**config.mk**
```make
export PLATFORM = sky130hd
export DESIGN_NAME = uart_boot_loader
export DESIGN_NICKNAME = d
export VERILOG_FILES = /design/src/rtl/uart_boot_loader.sv
export SDC_FILE = /design/constraint.sdc
export NUM_CORES = 1
export LEC_CHECK = 0
export CAP_MARGIN = 10
export CORE_MARGIN = 2
export CORE_UTILIZATION = 30
export CTS_BUF_LIST = sky130_fd_sc_hd__clkbuf_4 sky130_fd_sc_hd__clkbuf_8 sky130_fd_sc_hd__clkbuf_16
export CTS_CLUSTER_SIZE = 8
export DETAILED_ROUTE_END_ITERATION = 7
export SLEW_MARGIN = 20
export SYNTH_ARGS = -nofsm -noshare
export SYNTH_HDL_FRONTEND = slang
export SYNTH_SLANG_ARGS = --single-unit
export TNS_END_PERCENT = 1
```
**constraint.sdc**
```tcl
create_clock -name clk -period 1.8 [get_ports clk]
set_input_delay 0.18 -clock clk [delete_from_list [all_inputs] [get_ports clk]]
set_output_delay 0.18 -clock clk [all_outputs]
set_load 0.01 [all_outputs]
```
**src/rtl/uart_boot_loader.sv**
```systemverilog
// uart_boot_loader: 8N1 UART receiver that loads a little-endian program image into instruction memory, then releases the CPU.
// Optional feature macro CHECKSUM_EN: an XOR checksum byte follows the data, and a mismatch sends the loader to ERR.
module uart_boot_loader #(
    parameter int CLK_HZ    = 50_000_000,
    parameter int BAUD      = 115_200,
    parameter int ADDR_W    = 8,
    parameter int MAX_WORDS = 256
) (
    input  logic              clk,
    input  logic              areset,
    input  logic              rx,
    output logic              imem_we,
    output logic [ADDR_W-1:0] imem_addr,
    output logic [31:0]       imem_wdata,
    output logic              cpu_run,
    output logic              busy,
    output logic              err,
    output logic [ADDR_W:0]   words_loaded
);
    localparam int CPB   = CLK_HZ / BAUD;
    localparam int CNT_W = $clog2(CPB);
    localparam logic [CNT_W-1:0] C_FULL = CNT_W'(CPB - 1);
    localparam logic [CNT_W-1:0] C_HALF = CNT_W'(CPB / 2 - 1);

    typedef enum logic [1:0] {RX_IDLE, RX_START, RX_DATA, RX_STOP} rx_state_t;
`ifdef CHECKSUM_EN
    typedef enum logic [2:0] {S_HDR0, S_HDR1, S_DATA, S_CHK, S_RUN, S_ERR} state_t;
    localparam state_t S_TAIL = S_CHK;
`else
    typedef enum logic [2:0] {S_HDR0, S_HDR1, S_DATA, S_RUN, S_ERR} state_t;
    localparam state_t S_TAIL = S_RUN;
`endif

    rx_state_t         r_rx_st, w_rx_nx;
    logic [2:0]        r_sync;
    logic [CNT_W-1:0]  r_cnt;
    logic [2:0]        r_bit;
    logic [7:0]        r_shift;
    logic              r_bv, r_fe;
    logic              w_rx, w_fall, w_tick;

    state_t            r_st, w_st_nx;
    logic [7:0]        r_n_lo;
    logic [ADDR_W:0]   r_n, r_widx;
    logic [31:0]       r_word, r_wdata;
    logic [1:0]        r_bcnt;
    logic              r_we, w_wr, w_in_chk;
    logic [ADDR_W-1:0] r_addr;
    logic [15:0]       w_n;
    logic [7:0]        w_byte;
`ifdef CHECKSUM_EN
    logic [7:0]        r_csum;
`endif

    assign w_rx   = r_sync[1];
    assign w_fall = r_sync[2] & ~r_sync[1];
    assign w_tick = r_cnt == C_FULL;
    assign w_byte = r_shift;
    assign w_n    = {w_byte, r_n_lo};

    // Receiver state register
    always_ff @(posedge clk) begin
        if (areset) r_rx_st <= RX_IDLE;
        else        r_rx_st <= w_rx_nx;
    end

    // Receiver next state: start is re-checked at half a bit, data and stop sampled at bit centres
    always_comb begin
        w_rx_nx = r_rx_st;
        case (r_rx_st)
            RX_IDLE:  w_rx_nx = w_fall ? RX_START : RX_IDLE;
            RX_START: w_rx_nx = (r_cnt == C_HALF) ? (w_rx ? RX_IDLE : RX_DATA) : RX_START;
            RX_DATA:  w_rx_nx = (w_tick && r_bit == 3'd7) ? RX_STOP : RX_DATA;
            default:  w_rx_nx = w_tick ? RX_IDLE : RX_STOP;
        endcase
    end

    // Receiver datapath: synchroniser, bit timer, LSB-first shifter, byte/framing-error pulses
    always_ff @(posedge clk) begin
        if (areset) begin
            r_sync  <= 3'b111;
            r_cnt   <= '0;
            r_bit   <= 3'd0;
            r_shift <= 8'd0;
            r_bv    <= 1'b0;
            r_fe    <= 1'b0;
        end else begin
            r_sync  <= {r_sync[1:0], rx};
            r_cnt   <= (r_rx_st == RX_IDLE || w_rx_nx != r_rx_st || w_tick) ? '0 : r_cnt + 1'b1;
            r_bit   <= (r_rx_st == RX_DATA) ? r_bit + {2'b00, w_tick} : 3'd0;
            if (r_rx_st == RX_DATA && w_tick) r_shift <= {w_rx, r_shift[7:1]};
            r_bv    <= r_rx_st == RX_STOP && w_tick && w_rx;
            r_fe    <= r_rx_st == RX_STOP && w_tick && !w_rx;
        end
    end

    // Load-control state register
    always_ff @(posedge clk) begin
        if (areset) r_st <= S_HDR0;
        else        r_st <= w_st_nx;
    end

    // Load-control next state; the run release waits one cycle past the final write strobe
    always_comb begin
        w_st_nx = r_st;
        w_wr    = 1'b0;
        if (r_fe && r_st != S_RUN && r_st != S_ERR) w_st_nx = S_ERR;
        else case (r_st)
            S_HDR0: w_st_nx = r_bv ? S_HDR1 : S_HDR0;
            S_HDR1: if (r_bv) w_st_nx = (w_n == 16'd0) ? S_TAIL : (32'(w_n) > 32'(MAX_WORDS)) ? S_ERR : S_DATA;
            S_DATA: begin
                w_wr    = r_bv && r_bcnt == 2'd3;
                w_st_nx = (r_we && r_widx == r_n) ? S_TAIL : S_DATA;
            end
`ifdef CHECKSUM_EN
            S_CHK:  if (r_bv) w_st_nx = (w_byte == r_csum) ? S_RUN : S_ERR;
`endif
            default: w_st_nx = r_st;
        endcase
    end

    // Header latch, byte packer and write-port registers
    always_ff @(posedge clk) begin
        if (areset) begin
            r_n_lo  <= 8'd0;
            r_n     <= '0;
            r_word  <= 32'd0;
            r_bcnt  <= 2'd0;
            r_we    <= 1'b0;
            r_addr  <= '0;
            r_wdata <= 32'd0;
            r_widx  <= '0;
        end else begin
            if (r_st == S_HDR0 && r_bv) r_n_lo <= w_byte;
            if (r_st == S_HDR1 && r_bv) r_n <= w_n[ADDR_W:0];
            if (r_st == S_DATA && r_bv) begin
                r_word <= {w_byte, r_word[31:8]};
                r_bcnt <= r_bcnt + 2'd1;
            end
            r_we <= w_wr;
            if (w_wr) begin
                r_addr  <= r_widx[ADDR_W-1:0];
                r_wdata <= {w_byte, r_word[31:8]};
                r_widx  <= r_widx + 1'b1;
            end
        end
    end

`ifdef CHECKSUM_EN
    // Running XOR of every data byte
    always_ff @(posedge clk) begin
        if (areset)                 r_csum <= 8'd0;
        else if (r_st == S_DATA && r_bv) r_csum <= r_csum ^ w_byte;
    end
    assign w_in_chk = r_st == S_CHK;
`else
    assign w_in_chk = 1'b0;
`endif

    assign imem_we      = r_we;
    assign imem_addr    = r_addr;
    assign imem_wdata   = r_wdata;
    assign words_loaded = r_widx;
    assign cpu_run      = r_st == S_RUN;
    assign err          = r_st == S_ERR;
    assign busy         = r_st == S_HDR1 || r_st == S_DATA || w_in_chk;
endmodule
```
# --- Yosys cells after proc, flatten, opt, wreduce, memory -nomap -nowiden ---
# Index checks and enable logic that the tools add are counted.
word_totals:
  regBits: 131
  wordCells: 83
  mem_count: 0
  rom_bits: 0
  ramBits: 0
  latch_bits: 0
  input_bits: 3
  output_inout_bits: 53
op_classes:
  n_eq_ne: 17
  addsub: 4
  reduce_logical: 26
  div: 0
  order_cmp: 1
  bitwise: 3
  n_mux: 15
  shift: 0
  n_mul: 0
ops:
  columns: ["cell", "n"]
  rows:
  - ["9-bit by 1-bit adder with 9-bit output, second input constant", 2]
  - ["16-bit by 9-bit greater-than comparator with 1-bit output, second input constant", 1]
  - ["16-bit logical NOT", 1]
  - ["1-bit logical AND", 12]
  - ["3-bit 2-to-1 mux", 4]
  - ["9-bit by 8-bit == test with 1-bit output, second input constant", 1]
  - ["9-bit == test", 1]
  - ["9-bit == test, second input constant", 1]
  - ["3-bit one-hot mux with 3 select lines", 1]
  - ["2-bit == test, second input constant", 3]
  - ["3-bit by 2-bit == test with 1-bit output, second input constant", 2]
  - ["3-bit == test, second input constant", 2]
  - ["1-bit 2-to-1 mux", 6]
  - ["2-bit 2-to-1 mux", 3]
  - ["3-bit != test, second input constant", 2]
  - ["2-bit one-hot mux with 3 select lines", 1]
  - ["2-bit OR reduction", 3]
  - ["2-bit AND reduction", 2]
  - ["4-bit nonzero test", 1]
  - ["3-bit by 1-bit adder with 3-bit output", 1]
  - ["3-bit by 1-bit == test with 1-bit output, second input constant", 1]
  - ["3-bit logical NOT", 1]
  - ["1-bit logical OR", 3]
  - ["3-bit by 2-bit != test with 1-bit output, second input constant", 1]
  - ["9 further kinds", 10]

# --- Depth between registers and ports, before layout ---
depth:
  ltp_word: 8
  mapped_depth: 8
  ltp_nobuf: 7

# --- Worst setup path after synthesis ---
# No wires, ideal clock.
synth_timing:
  path_type: "register to register"
  from: "register r_bcnt[0]"
  to: "register r_widx[7] (netlist: words_loaded[7])"
  setup_ns: 0.070
  t_arrival_ns: 1.556
  required_ns: 1.730
  setup_slack_ns: 0.173
  path_stages_with_launch: 7
  synth_period_minus_slack_ns: 1.627
  cell_sequence: "dfxtp_1 ha_1 and3b_1 clkbuf_1 nand2_2 or4_1 a21oi_1"
synth_between:
  elab_chain_len: 4
synth_lines:
  columns: ["item", "line_no", "source"]
  rows:
  - ["from (decl)", "46", "logic [1:0] r_bcnt;"]
  - ["from (signal assigned)", "138", "r_bcnt <= r_bcnt + 2'd1;"]
  - ["2-bit == test", "112", "w_wr = r_bv && r_bcnt == 2'd3;"]
  - ["1-bit logical AND", "112", null]
  - ["1-bit 2-to-1 mux", "108", "else case (r_st)"]
  - ["1-bit 2-to-1 mux", "107", "if (r_fe && r_st != S_RUN && r_st != S_ERR) w_st_nx = S_ERR;"]
  - ["to (signal assigned)", "144", "r_widx <= r_widx + 1'b1;"]
  - ["to (decl)", "44", "logic [ADDR_W:0] r_n, r_widx;"]
# No other way between the ends.
# A chain may end at the register's enable or synchronous reset.

# --- Final worst setup path ---
layout_timing:
  from: "register r_widx[4] (netlist: words_loaded[4])"
  to: "output port words_loaded[4]"
layout_lines:
  columns: ["item", "line_no", "source"]
  rows:
  - ["to (decl)", "18", "output logic [ADDR_W:0] words_loaded"]
# No word-level cell between the ends.

==> results.ini <==
[synthesis]
synthMuxAreaShare_pct=1.68
synth-compound-area-share_pct=11.7
synth_top_family_by_area=simple AND/OR/NAND/NOR gates
synth_warnings=0
yosys.area_share.adder_pct=1.84
ys_seq_area_share_pct=51.7
synthDominantCellAreaShare_pct=51.7
synth_cells=570
synth_most_common_cell=nand2_1
synth-seq-cells=123
synth_edf_count=0
synth_fp_nets=580
syn_area_per_cell_um2=8.35
ys_types=43
postSynth.asyncResetShare_pct=0
synth_simple_gate_area_share_pct=25.2
yosys-top-cells-area=dfxtp_1 52%, nand2_1 14%, a21oi_1 9.3%
synthFlopType=dfxtp_1
yosys.area.top_type=dfxtp_1
synthTopCellsByCount=173 x nand2_1, 123 x dfxtp_1, 88 x a21oi_1
synth_area_um2=4760
synth-xor-area-share_pct=4.60

[timing]
tightest_slew_ns=0.476
setup_tns_ns=0
hold_viol=0
setup_viol=0
slew_violations=0
fin_skew_ns=0.0120
rsz0062_at_grt=false
fmax_mhz=589
holdWs_ns=0.0924
max_slew_margin_pct=68.3
min_period_ns=1.70
period_share_pct=94.3

[power]
leakage_nw=2.26
p_int_mw=5.16
seqPwrFrac_pct=42.3
p_sw_share_pct=20.3
powerDensity_nw_per_um2=1020
net-switching-power_mw=1.31
ir_drop_mv=0.653
pwr-share-clk_pct=56.3
combPwrFrac_pct=1.4

[drt]
viasPerCell=4.67
ant_nets=0
routed_wl_um=11000
drt_iter0_drc=268
vias=4046
wl_per_cell_um=12.7
drc_errors=0
dr.pass1.iters=4

[setup_path]
critPathTopFamily=buffers and inverters
crit_fanout=4
critical_path_class=flip-flop to output port
cp.buffers_inverters=2
cp-end-kind=output port
crit_chain=buf_4, clkdlybuf4s50_1
slowest_stage=clkdlybuf4s50_1
cp-start-kind=flip-flop
path_depth=2
cp.required_ns=1.62
slowest_delay_ns=0.54
critPathArrivalTime_ns=1.52
rr_worst_depth=5

[global_route]
grt_max_degree=111
grt_usage_pct=13.5
grt_pass1_vias=3839
antenna_found_initial=0
grt_overflow_total=0
grt_pass1_wl_um=18200

[outcome]
status=complete, no violations

[floorplan]
dieArea_um2=16900
ios=56
start_util_pct=30.3
coreArea_um2=15700
rows=46
die_x_um=130
die_h_um=130

[placed_design]
io_buffers=55
dpl.hpwl_um=7370
gp_congestion=0.819

[final_layout]
area_growth_pct=33.1
n_antenna_cell=0
layout.nets=647
drive_gt1_share_pct=10.6
n_fill_cell=1565

[clock_tree]
cts.root.buffer_cell=clkbuf_16
cts_buffers=17
htreeDepth=4
post_cts.repair.setup_buffers=0
clockBufferDepth=2
clock_latency_ns=0.41
clk_pin_slew_ns=0.06
cts_sinks=123
hold_buffers=0
cts_tree=done

[worst_hold_path]
hp-class=primary input to flip-flop
holdPathStages=3

[job]
cap_violations=0

==> kinds of logic after synthesis <==
kind of cell    Yosys count
flops                   123
xor+xnor                 25
buf+inv                  38
mux                       8
simple gates            265
compound gates          104
fa+ha+maj                 7
==> final timing paths <==
| check | startpoint | endpoint | slack [ns] |
|---|---|---|---|
| worst max register to register | r_shift[4]$_SDFFE_PP0P_ | r_st[0]$_SDFFE_PP0P_ | 0.12 |
| worst min register to register | r_sync[0]$_SDFF_PP1_ | r_sync[1]$_SDFF_PP1_ | 0.42 |
| worst min-delay path | areset | r_st[1]$_SDFFE_PP0P_ | 0.09 |
| worst max-delay path | words_loaded[4]$_SDFFE_PP0P_ | words_loaded[4] | 0.10 |
==> stage by stage <==
stage	power [mW]	worst slack (ns)	std cells	util (%)	cell area [µm²]
global placement	2.89	0.0883	834	36.2	5680
global route	6.69	0.00962	866	40.3	6330
floorplan	2.86	0.173	570	-	4760
detailed placement	2.89	0.113	834	36.2	5680
CTS	6.55	0.0325	866	40.3	6330
finish	6.48	0.102	866	40.3	6330
==> area by class of cell <==
class / instances / area, µm² / area share, %
clock inverters: 13 / 188 / 2.96
inverters: 5 / 18.8 / 0.296
clock buffers: 19 / 453 / 7.15
repair buffers: 81 / 790 / 12.5
well taps: 216 / 270 / 4.27
multi-input cells: 409 / 2150 / 33.9
flip-flops and latches: 123 / 2470 / 39.0
==> power groups by stage <==
stage               combinational, mW  sequential, mW  clock, mW
floorplan                      0.0637            2.79          0
global placement               0.0875            2.80          0
detailed placement             0.0890            2.80          0
CTS                            0.0901            2.74       3.72
global route                   0.0989            2.74       3.85
finish                         0.0898            2.74       3.65
==> metal layers <==
metal	global-route usage, %	vias up	share of wire [%]
li1	-	2047	-
met1	17.6	1905	50
met2	21.7	86	46
met3	4.06	8	3.9
met4	3.92	0	1.0
met5	0	-	0
==> registers in the layout (all words and copies together) (netlist names) <==
name          flops
r_bit             3
r_bcnt            2
r_st              3
r_bv              1
r_shift           8
r_word           24
r_cnt             9
r_sync            3
r_n_lo            8
words_loaded      9
r_rx_st           2
r_fe              1
imem_addr         8
r_n               9
imem_we           1
imem_wdata       32
==> repair_timing <==
action                                  4_1_cts  5_1_grt
gates cloned                                  0        0
endpoints found under the hold margin         0        0
gates resized for setup                       8        1
pin swaps                                     0        0
endpoints found under the setup margin        3        1
==> cell usage in the layout (no fill, tap or decap), drive strengths merged, types with 2 or more instances in the layout <==
master           n
a21oi           88
clkinvlp         3
nor3             9
nand4            9
o21ai            5
nor2            21
mux2i            8
clkbuf          19
buf             27
xnor2           13
ha               7
nor3b            4
nand2          174
and4             2
or2              3
or4              6
o31ai            2
and3             7
inv              8
bufinv           4
nand3           11
xor2            12
nand2b           2
clkdlybuf4s50   51
and2             5
nor2b            4
and3b            3
dfxtp          123
clkinv           3
dlygate4sd2      3
==> worst min-delay path, cell delays in order <==
cell,delay (ns)
buf_4,0.10
inv_1,0.07
o311a_1,0.11
(Power assumes the default switching activity.)
